[config.mk]
export PLATFORM = sky130hd
export DESIGN_NAME = alu_bist
export DESIGN_NICKNAME = d
export VERILOG_FILES = /design/src/rtl/alu_pkg.sv /design/src/rtl/bist_lfsr32.sv /design/src/rtl/alu_bist.sv
export SDC_FILE = /design/constraint.sdc
export NUM_CORES = 1
export LEC_CHECK = 0
export CAP_MARGIN = 30
export CORE_MARGIN = 3
export CORE_UTILIZATION = 52
export CTS_BUF_LIST = sky130_fd_sc_hd__clkbuf_8
export DETAILED_ROUTE_END_ITERATION = 7
export GPL_ROUTABILITY_DRIVEN = 0
export PLACE_DENSITY = 0.86
export SLEW_MARGIN = 25
export SYNTH_ARGS = -nofsm -noshare
export SYNTH_HDL_FRONTEND = slang
export SYNTH_SLANG_ARGS = --single-unit
export TNS_END_PERCENT = 1
[constraint.sdc]
create_clock -name clk -period 2.99 [get_ports clk]
set_clock_uncertainty 0.05 [all_clocks]
set_input_delay 0.598 -clock clk [delete_from_list [all_inputs] [get_ports clk]]
set_output_delay 0.598 -clock clk [all_outputs]
set_load 0.005 [all_outputs]
[src/rtl/alu_pkg.sv]
`default_nettype none
// ============================================================================
//  Module      : alu_pkg
//  Description : Shared ALU definitions used by the ALU, the decoder and the
//                ALU built-in self-test engine. Holds the ALU operation
//                encoding, the operation count, the LFSR/MISR polynomials, the
//                BIST state encoding and the MISR compaction step.
//  Revision    : 1.0 - initial release
// ============================================================================
package alu_pkg;

    // RV32I ALU operation select
    typedef enum logic [3:0] {
        ALU_ADD  = 4'd0,
        ALU_SUB  = 4'd1,
        ALU_SLL  = 4'd2,
        ALU_SLT  = 4'd3,
        ALU_SLTU = 4'd4,
        ALU_XOR  = 4'd5,
        ALU_SRL  = 4'd6,
        ALU_SRA  = 4'd7,
        ALU_OR   = 4'd8,
        ALU_AND  = 4'd9
    } alu_ctrl_e;

    localparam int          ALU_NUM_OPS = 10;
    localparam logic [31:0] LFSR_POLY   = 32'h8020_0003;
    localparam logic [31:0] MISR_POLY   = 32'h04C1_1DB7;

    typedef enum logic [1:0] {
        ST_IDLE = 2'd0,
        ST_RUN  = 2'd1,
        ST_DONE = 2'd2
    } bist_state_e;

    // One MISR step: shift left with polynomial feedback, then fold in the
    // ALU result and the zero flag (zero flag lands on bit 0).
    function automatic logic [31:0] misr_next(input logic [31:0] sig,
                                              input logic [31:0] data,
                                              input logic        zero);
        return {sig[30:0], 1'b0}
             ^ (sig[31] ? MISR_POLY : 32'h0)
             ^ data
             ^ {31'b0, zero};
    endfunction

endpackage
`default_nettype wire

[src/rtl/bist_lfsr32.sv]
`default_nettype none
// ============================================================================
//  Module      : bist_lfsr32
//  Description : 32-bit right-shifting Galois LFSR used as a BIST operand
//                generator. load has priority over step.
//  Ports       : clk   - system clock, rising edge
//                rst_n - asynchronous active-low reset (value clears to 0)
//                load  - load seed into the register
//                step  - advance the LFSR by one state
//                seed  - value loaded on load
//                value - current LFSR state
//  Revision    : 1.0 - initial release
// ============================================================================
module bist_lfsr32
    import alu_pkg::*;
(
    input  logic        clk,
    input  logic        rst_n,
    input  logic        load,
    input  logic        step,
    input  logic [31:0] seed,
    output logic [31:0] value
);

    logic [31:0] r_value;

    always_ff @(posedge clk or negedge rst_n) begin
        if (!rst_n) begin
            r_value <= 32'h0;
        end else if (load) begin
            r_value <= seed;
        end else if (step) begin
            r_value <= (r_value >> 1) ^ (r_value[0] ? LFSR_POLY : 32'h0);
        end
    end

    assign value = r_value;

endmodule
`default_nettype wire

[src/rtl/alu_bist.sv]
`default_nettype none
// ============================================================================
//  Module      : alu_bist
//  Description : ALU built-in self-test engine. Sweeps every ALU operation
//                across NUM_PATTERNS LFSR-generated operand pairs, compacts
//                result and zero flag into a 32-bit MISR and compares the
//                final signature with GOLDEN_SIG.
//  Ports       : clk, rst_n            - clock / async active-low reset
//                start, abort          - run request / cancel
//                busy, done, pass      - status (pass valid while done)
//                signature             - current MISR value
//                operand_a/b, alu_control - drive side of the ALU bundle
//                alu_result, alu_zero_flag - ALU response
//  Revision    : 1.0 - initial release
// ============================================================================
module alu_bist
    import alu_pkg::*;
#(
    parameter int          NUM_PATTERNS = 64,
    parameter logic [31:0] LFSR_SEED    = 32'hACE1_2468,
    parameter logic [31:0] GOLDEN_SIG   = 32'h0000_0000
) (
    input  logic        clk,
    input  logic        rst_n,
    input  logic        start,
    input  logic        abort,
    output logic        busy,
    output logic        done,
    output logic        pass,
    output logic [31:0] signature,
    output logic [31:0] operand_a,
    output logic [31:0] operand_b,
    output logic [3:0]  alu_control,
    input  logic [31:0] alu_result,
    input  logic        alu_zero_flag
);

    localparam logic [15:0] c_LAST_PAT = 16'(NUM_PATTERNS - 1);
    localparam logic [3:0]  c_LAST_OP  = 4'(ALU_NUM_OPS - 1);

    bist_state_e r_state;
    bist_state_e w_next_state;

    logic [31:0] w_lfsr_a;
    logic [31:0] w_lfsr_b;
    logic [31:0] r_sig;
    logic [31:0] w_sig_next;
    logic [3:0]  r_op_cnt;
    logic [15:0] r_pat_cnt;
    logic        r_pass;

    logic w_run;
    logic w_launch;
    logic w_last_op;
    logic w_last_pat;
    logic w_step;

    assign w_run      = (r_state == ST_RUN);
    assign w_launch   = ((r_state == ST_IDLE) || (r_state == ST_DONE)) && start;
    assign w_last_op  = (r_op_cnt == c_LAST_OP);
    assign w_last_pat = (r_pat_cnt == c_LAST_PAT);
    // Operands advance once the last operation of a pattern has been sampled.
    assign w_step     = w_run && !abort && w_last_op;
    assign w_sig_next = misr_next(r_sig, alu_result, alu_zero_flag);

    bist_lfsr32 u_lfsr_a (
        .clk   (clk),
        .rst_n (rst_n),
        .load  (w_launch),
        .step  (w_step),
        .seed  (LFSR_SEED),
        .value (w_lfsr_a)
    );

    bist_lfsr32 u_lfsr_b (
        .clk   (clk),
        .rst_n (rst_n),
        .load  (w_launch),
        .step  (w_step),
        .seed  (~LFSR_SEED),
        .value (w_lfsr_b)
    );

    // ------------------------------------------------------------------
    // FSM
    // ------------------------------------------------------------------
    always_ff @(posedge clk or negedge rst_n) begin
        if (!rst_n) begin
            r_state <= ST_IDLE;
        end else begin
            r_state <= w_next_state;
        end
    end

    always_comb begin
        w_next_state = r_state;
        unique case (r_state)
            ST_IDLE, ST_DONE: begin
                if (start) w_next_state = ST_RUN;
            end
            ST_RUN: begin
                if (abort)                        w_next_state = ST_IDLE;
                else if (w_last_op && w_last_pat) w_next_state = ST_DONE;
            end
            default: w_next_state = ST_IDLE;
        endcase
    end

    // ------------------------------------------------------------------
    // MISR, counters and verdict. An aborted cycle does not compact, so the
    // partial signature stays visible after returning to IDLE.
    // ------------------------------------------------------------------
    always_ff @(posedge clk or negedge rst_n) begin
        if (!rst_n) begin
            r_sig     <= 32'h0;
            r_op_cnt  <= 4'd0;
            r_pat_cnt <= 16'd0;
            r_pass    <= 1'b0;
        end else if (w_launch) begin
            r_sig     <= 32'h0;
            r_op_cnt  <= 4'd0;
            r_pat_cnt <= 16'd0;
            r_pass    <= 1'b0;
        end else if (w_run && abort) begin
            r_pass    <= 1'b0;
        end else if (w_run) begin
            r_sig <= w_sig_next;
            if (w_last_op) begin
                r_op_cnt <= 4'd0;
                if (w_last_pat) begin
                    r_pass <= (w_sig_next == GOLDEN_SIG);
                end else begin
                    r_pat_cnt <= r_pat_cnt + 16'd1;
                end
            end else begin
                r_op_cnt <= r_op_cnt + 4'd1;
            end
        end
    end

    // ------------------------------------------------------------------
    // Outputs: the ALU bundle is parked at ADD with zero operands outside
    // RUN so the handover mux to the normal drivers sees a quiet bus.
    // ------------------------------------------------------------------
    assign busy        = w_run;
    assign done        = (r_state == ST_DONE);
    assign pass        = r_pass;
    assign signature   = r_sig;
    assign operand_a   = w_run ? w_lfsr_a : 32'h0;
    assign operand_b   = w_run ? w_lfsr_b : 32'h0;
    assign alu_control = w_run ? r_op_cnt : ALU_ADD;

endmodule
`default_nettype wire

After elaboration in Yosys (flattened, before gate mapping)
Cells that the tools add are included.
- input port bits: 37
- flip-flop bits (word level): 119
- word-level logic and storage cells: 73
- bitwise operators: 5
- $add $sub $neg: 2
- muxes and demuxes: 31
- reduce and logical (&&, ||, !) cells: 20
- equal/unequal tests: 8
- operators with widths (operator ; number):
    2-to-1 mux 32 bit ; 11
    2-to-1 mux 16 bit ; 5
    bitwise XOR 31 x 32 -> 32 bit ; 2
    zero test 32 bit ; 1
    bitwise XOR 32 x 1 -> 32 bit ; 1
    bitwise XOR 32 x 27 -> 32 bit ; 1
    bitwise XOR 32 bit ; 1
    2-to-1 mux 27 bit ; 1
    2-to-1 mux 4 bit ; 5
    adder 16 x 1 -> 16 bit, second input constant ; 1
    == test 16 x 6 -> 1 bit, second input constant ; 1
    nonzero test 3 bit ; 3
    2-to-1 mux 2 bit ; 3
    nonzero test 2 bit ; 3
    logical AND 1 bit ; 5
    2-to-1 mux 1 bit ; 5
    adder 4 x 1 -> 4 bit, second input constant ; 1
    == test 4 bit, second input constant ; 1
    != test 2 x 1 -> 1 bit, second input constant ; 2
    one-hot mux 2 bit (2 select lines) ; 1
    AND reduction 2 bit ; 2
    AND reduction 4 bit ; 1
    != test 3 x 2 -> 1 bit, second input constant ; 1
    AND reduction 3 bit ; 1
    7 further kinds ; 7

Longest topological paths before layout
- depth after elaboration: 10
- mapped depth: 9

Cells and area by module
A second synthesis with hierarchy kept.
- cells, all modules: 673
- area total of the unflattened synthesis: 6462.4 um2
- by module, submodules not included (module ; cells each ; area an instance (um2) ; sequential area each (um2) ; instances):
    alu_bist ; 387 ; 3404.5 ; 1376.3 ; 1
    bist_lfsr32 ; 143 ; 1529.0 ; 800.8 ; 2

Worst setup path after synthesis
Ideal clock, no wire load.
- path kind: register -> register
- start point: register r_pat_cnt[0]
- end point: register r_pat_cnt[15]
- slack: 0.807 ns
- data required time: 2.862 ns
- data arrival time: 2.055 ns
- stages on the path, launching flop included: 8
- path through: dfrtp_1 > ha_1 > nor4b_1 > and4_1 > buf_2 > or3_4 > or4_1 > a21oi_1
- cells in the longest elaborated chain, start to end: 6
- elaborated cells between the ends (all ways): 9
- RTL lines (element ; RTL line ; source):
    start: declaration ; alu_bist.sv:49 ; logic [15:0] r_pat_cnt;
    start signal: assignment ; alu_bist.sv:133 ; r_pat_cnt <= r_pat_cnt + 16'd1;
    adder 16 x 1 -> 16 bit ; alu_bist.sv:133 ;
    2-to-1 mux 16 bit ; alu_bist.sv:130 ; if (w_last_pat) begin
    2-to-1 mux 16 bit ; alu_bist.sv:128 ; if (w_last_op) begin
    2-to-1 mux 16 bit ; alu_bist.sv:126 ; end else if (w_run) begin
    2-to-1 mux 16 bit ; alu_bist.sv:124 ; end else if (w_run && abort) begin
    2-to-1 mux 16 bit ; alu_bist.sv:119 ; end else if (w_launch) begin
Several ways; a longest one is shown, not always the timed one. The select of a mux whose other input is x is not followed.
A chain may end at the register's enable or synchronous reset.

Worst setup path after layout
- start point: register r_state[0]
- end point: output alu_control[3]
- cells in the longest elaborated chain, start to end: 2
- RTL lines (element ; RTL line ; source):
    start: declaration ; alu_bist.sv:41 ; bist_state_e r_state;
    start signal: assignment ; alu_bist.sv:91 ; r_state <= w_next_state;
    == test 2 x 1 -> 1 bit ; alu_bist.sv:58 ; assign w_run = (r_state == ST_RUN);
    2-to-1 mux 4 bit ; alu_bist.sv:151 ; assign alu_control = w_run ? r_op_cnt : ALU_ADD;
    end: declaration ; alu_bist.sv:33 ; output logic [3:0] alu_control,
Every way passes these cells.

==> qor.log <==
[logic_synthesis] register bit total from synthesis 119
[floorplanning] die outline height 113 um
[logic_synthesis] most instantiated library cell after synthesis nand2_1
[finish] share of final-layout standard cells stronger than drive strength 1 6.63%
[cts] clock slew at reported path FFs 0.07 ns
[cts] CTS Buf Count 17
[worst_setup_path] CP Data Required Time 2.34 ns
[pwr] peak ir drop on the vdd network 0.400 mV
[detailed_routing] number of vias per cell after detailed routing 5.57
[global_route] aggregate global-route resource usage 24.6%
[detailed_routing] via total after detailed routing 5,231
[floorplanning] count of boundary I/O pins 140
[cts] Clock Tree Root clkbuf_8
[detailed_routing] DRT iter0 DRCs 435
[cts] clock tree from TritonCTS yes
[cts] H-tree levels 4
[detailed_routing] remaining routing DRC violations 0
[sta] count of pins over their slew limit 0
[detailed_routing] wire length after detailed routing 15,300 um
[floorplanning] chip width 113 um
[logic_synthesis] Synthesized Nets 704
[floorplanning] die outline area 0.0127 sq mm
[worst_setup_path] Data arrival, critical path 2.09 ns
[detailed_routing] remaining antenna violation count 0
[sta] Max Clk Rate 365 MHz
[finish] growth of design area from synthesis to finish 32.9%
[pwr] Clk network pwr share 32.1%
[flow_run] max-capacitance violation count 0
[logic_synthesis] portion of the post-synthesis area used by sequential elements 50.2%
[pwr] leakage power summed over all cells 0.00324 uW
[detailed_routing] DRT Pass-1 Iters 7
[finish] post-layout net count 829
[cts] hold-fix buffer count after cts 0
[worst_setup_path] Startpoint Class flip-flop
[worst_setup_path] reg-to-reg startpoint r_pat_cnt[0]
[finish] antenna diode count 0
[logic_synthesis] Ys Warns 0
[outcome] status finished clean
[pwr] power density cells 593 mW/mm^2
[logic_synthesis] area of the mapped netlist 0.00593 sq mm
[sta] Tcrit/Tclk final 91.6%
[worst_setup_path] WS Path Type reg -> out
[global_route] number of antenna violations at the first check in global routing 0
[logic_synthesis] share of synthesized flip-flops with an asynchronous set or reset 100%
[global_route] pin count of the biggest net entering global routing 83
[worst_setup_path] Largest delay share family, worst path buffers and inverters
[pwr] Net Sw Power 1350 uW
[worst_setup_path] critical-path cell list nor2b_4 > buf_12 > and2_1 > clkdlybuf4s50_1
[cts] Clock Latency Late Sink 0.43 ns
[worst_setup_path] Worst Setup End Kind primary output
[placement] number of port buffers 139
[worst_setup_path] depth of the worst register-to-register path 6
[worst_setup_path] biggest fanout along the worst timing path 53
[min_path] type of the worst min-delay path in -> async
[global_route] vias in the first global route 5,071
[sta] post-route worst hold slack 0.0786 ns
[placement] cell count after placement 908
[cts] clock sinks 119
[logic_synthesis] Yosys top cell area share 50.2%
[global_route] global-route wire length before repair 25,200 um
[floorplanning] count of standard-cell rows 38
[logic_synthesis] library cells used by synthesis 35
[logic_synthesis] Commonest cells post-synth nand2_1 (133), dfrtp_1 (119), and2_1 (72)
[worst_setup_path] number of buffers and inverters on the critical path 2
[logic_synthesis] cells taking the most area after synthesis dfrtp_1 (50%), nand2_1 (8.4%), and2_1 (7.6%)
[pwr] Logic pwr share 26.6%
[floorplanning] area of the placeable core 0.0110 sq mm
[detailed_routing] Routed WL per cell 16.3 um
[pwr] cell internal power dissipation 3320 uW
[logic_synthesis] Mapped Cells 664
[worst_setup_path] FF-to-FF End r_pat_cnt[15]
[pwr] relative contribution of sequential cells to total power 41.4%
[finish] FILL cells 804
[floorplanning] Initial Util 54.0%
[sta] Tmin final 2.74 ns
[sta] final hold violations 0
[logic_synthesis] number of enable flip-flop cells after synthesis 0
[logic_synthesis] prevailing post-synth register cell dfrtp_1
[finish] Post-Layout Cell Count 939
[worst_setup_path] slowest stage delay, CP 0.53 ns
[placement] post-detailed-placement half-perimeter wirelength 10,400 um
[pwr] share of total power consumed by net switching 28.9%
[global_route] grt total ovfl 0
[worst_setup_path] cell with the biggest individual delay on the critical path clkdlybuf4s50_1
[worst_setup_path] worst reg2reg setup slack 0.58 ns
[sta] slew at the pin with the worst max-slew slack 0.713 ns
[logic_synthesis] mean post-synth cell area 8.93 sq um
[logic_synthesis] Yosys top cell by area dfrtp_1
[cts] buffer levels on the longest clock path 2
[sta] setup repair after global routing missed its margin false
[sta] # setup viols final 0
[sta] worst relative slew slack 52.5%
[sta] setup tns final 0 ns
power groups by stage:
| stage | Clock (uW) | Sequential (uW) | Combinational [uW] |
|---|---|---|---|
| after CTS | 1520 | 1930 | 1240 |
| after floorplan | 0 | 1930 | 558 |
| after global placement | 0 | 1950 | 1200 |
| after global routing | 1600 | 1960 | 1340 |
| final | 1500 | 1930 | 1240 |
| after detailed placement | 0 | 1960 | 1230 |
metrics by stage:
step | setup slack [ns] | cell area (sq um) | util [%] | total power, uW
5_1_grt | 0.171 | 7880 | 71.8 | 4890
6_report | 0.252 | 7880 | 71.8 | 4680
3_3_place_gp | 0.421 | 7470 | 68.0 | 3140
3_5_place_dp | 0.370 | 7470 | 68.0 | 3190
2_1_floorplan | 0.807 | 5930 | - | 2490
4_1_cts | 0.0542 | 7870 | 71.6 | 4690
cell usage in the layout, fill, tap and decap left out, types with 2 or more instances in the layout:
cell             instances
and4_1                   3
xor2_1                  17
clkdlybuf4s50_1        138
a21oi_1                 16
bufinv_16                3
ha_1                     3
nor4b_1                  2
nand2b_2                 2
nand3_1                 68
dfrtp_1                119
mux2i_1                  3
xnor2_1                 48
nand2_1                132
nor3_1                   8
nor2_1                  20
inv_1                    4
clkinv_2                 4
or4_1                    4
o31ai_1                  2
nor4_1                   9
o21ai_0                 61
nand4_1                  9
buf_12                   3
clkbuf_8                20
buf_4                   12
and2_1                  71
worst max-delay path by stage:
stage                       startpoint              to  slack (ns)  depth (start not counted)
after floorplan           r_pat_cnt[0]   r_pat_cnt[15]        0.81                          7
after global placement           abort   r_pat_cnt[15]        0.42                          6
after detailed placement         abort   r_pat_cnt[15]        0.37                          6
after CTS                   r_state[0]  alu_control[3]        0.05                          4
after global routing        r_state[0]  alu_control[3]        0.17                          4
final                       r_state[0]  alu_control[3]        0.25                          4
worst reg2reg max path, cell delays in order (launching register included):
cell	delay [ns]
dfrtp_1	0.43
ha_1	0.25
nor4b_1	0.14
and4_1	0.37
or3_4	0.47
or4_1	0.47
a21oi_1	0.15
final cells by class:
type	count	area [sq um]	area share, %
Sequential cell	119	2980	37.8
Tap cell	140	175	2.22
Clock buffer	20	275	3.49
Multi-Input combinational cell	494	2780	35.3
Clock inverter	9	126	1.60
Inverter	4	15.0	0.190
Timing Repair Buffer	153	1530	19.4
logic make-up (layout without fill, tap and decap cells):
kind of cell	count (synthesis)	after routing	synth area share, %
AO/OA/AOI/OAI	82	82	7.13
XOR/XNOR	65	65	9.60
adder cells (fa/ha/maj)	3	3	0.633
buffers and inverters	51	186	3.27
flip-flops	119	119	50.2
multiplexers	3	3	0.506
AND/OR/NAND/NOR	341	341	28.7
registers in the layout, summed over array words and instances, names as in the netlist:
| signal | cells |
|---|---|
| pass | 1 |
| r_op_cnt | 4 |
| signature | 32 |
| u_lfsr_b.value | 32 |
| u_lfsr_a.value | 32 |
| r_state | 2 |
| r_pat_cnt | 16 |
what timing repair did:
item	CTS	global route
gates resized for setup	0	0
setup buffers	0	2
endpoints found under the setup margin	0	29
layer usage:
layer,vias to the layer above,part of all wire (%),global-route usage (%)
met5,-,0,0
met4,0,2.0,8.17
met3,28,6.8,5.03
met2,209,50,40.1
met1,2541,41,33.0
li1,2453,-,-
Power figures use the tool's default switching activity.
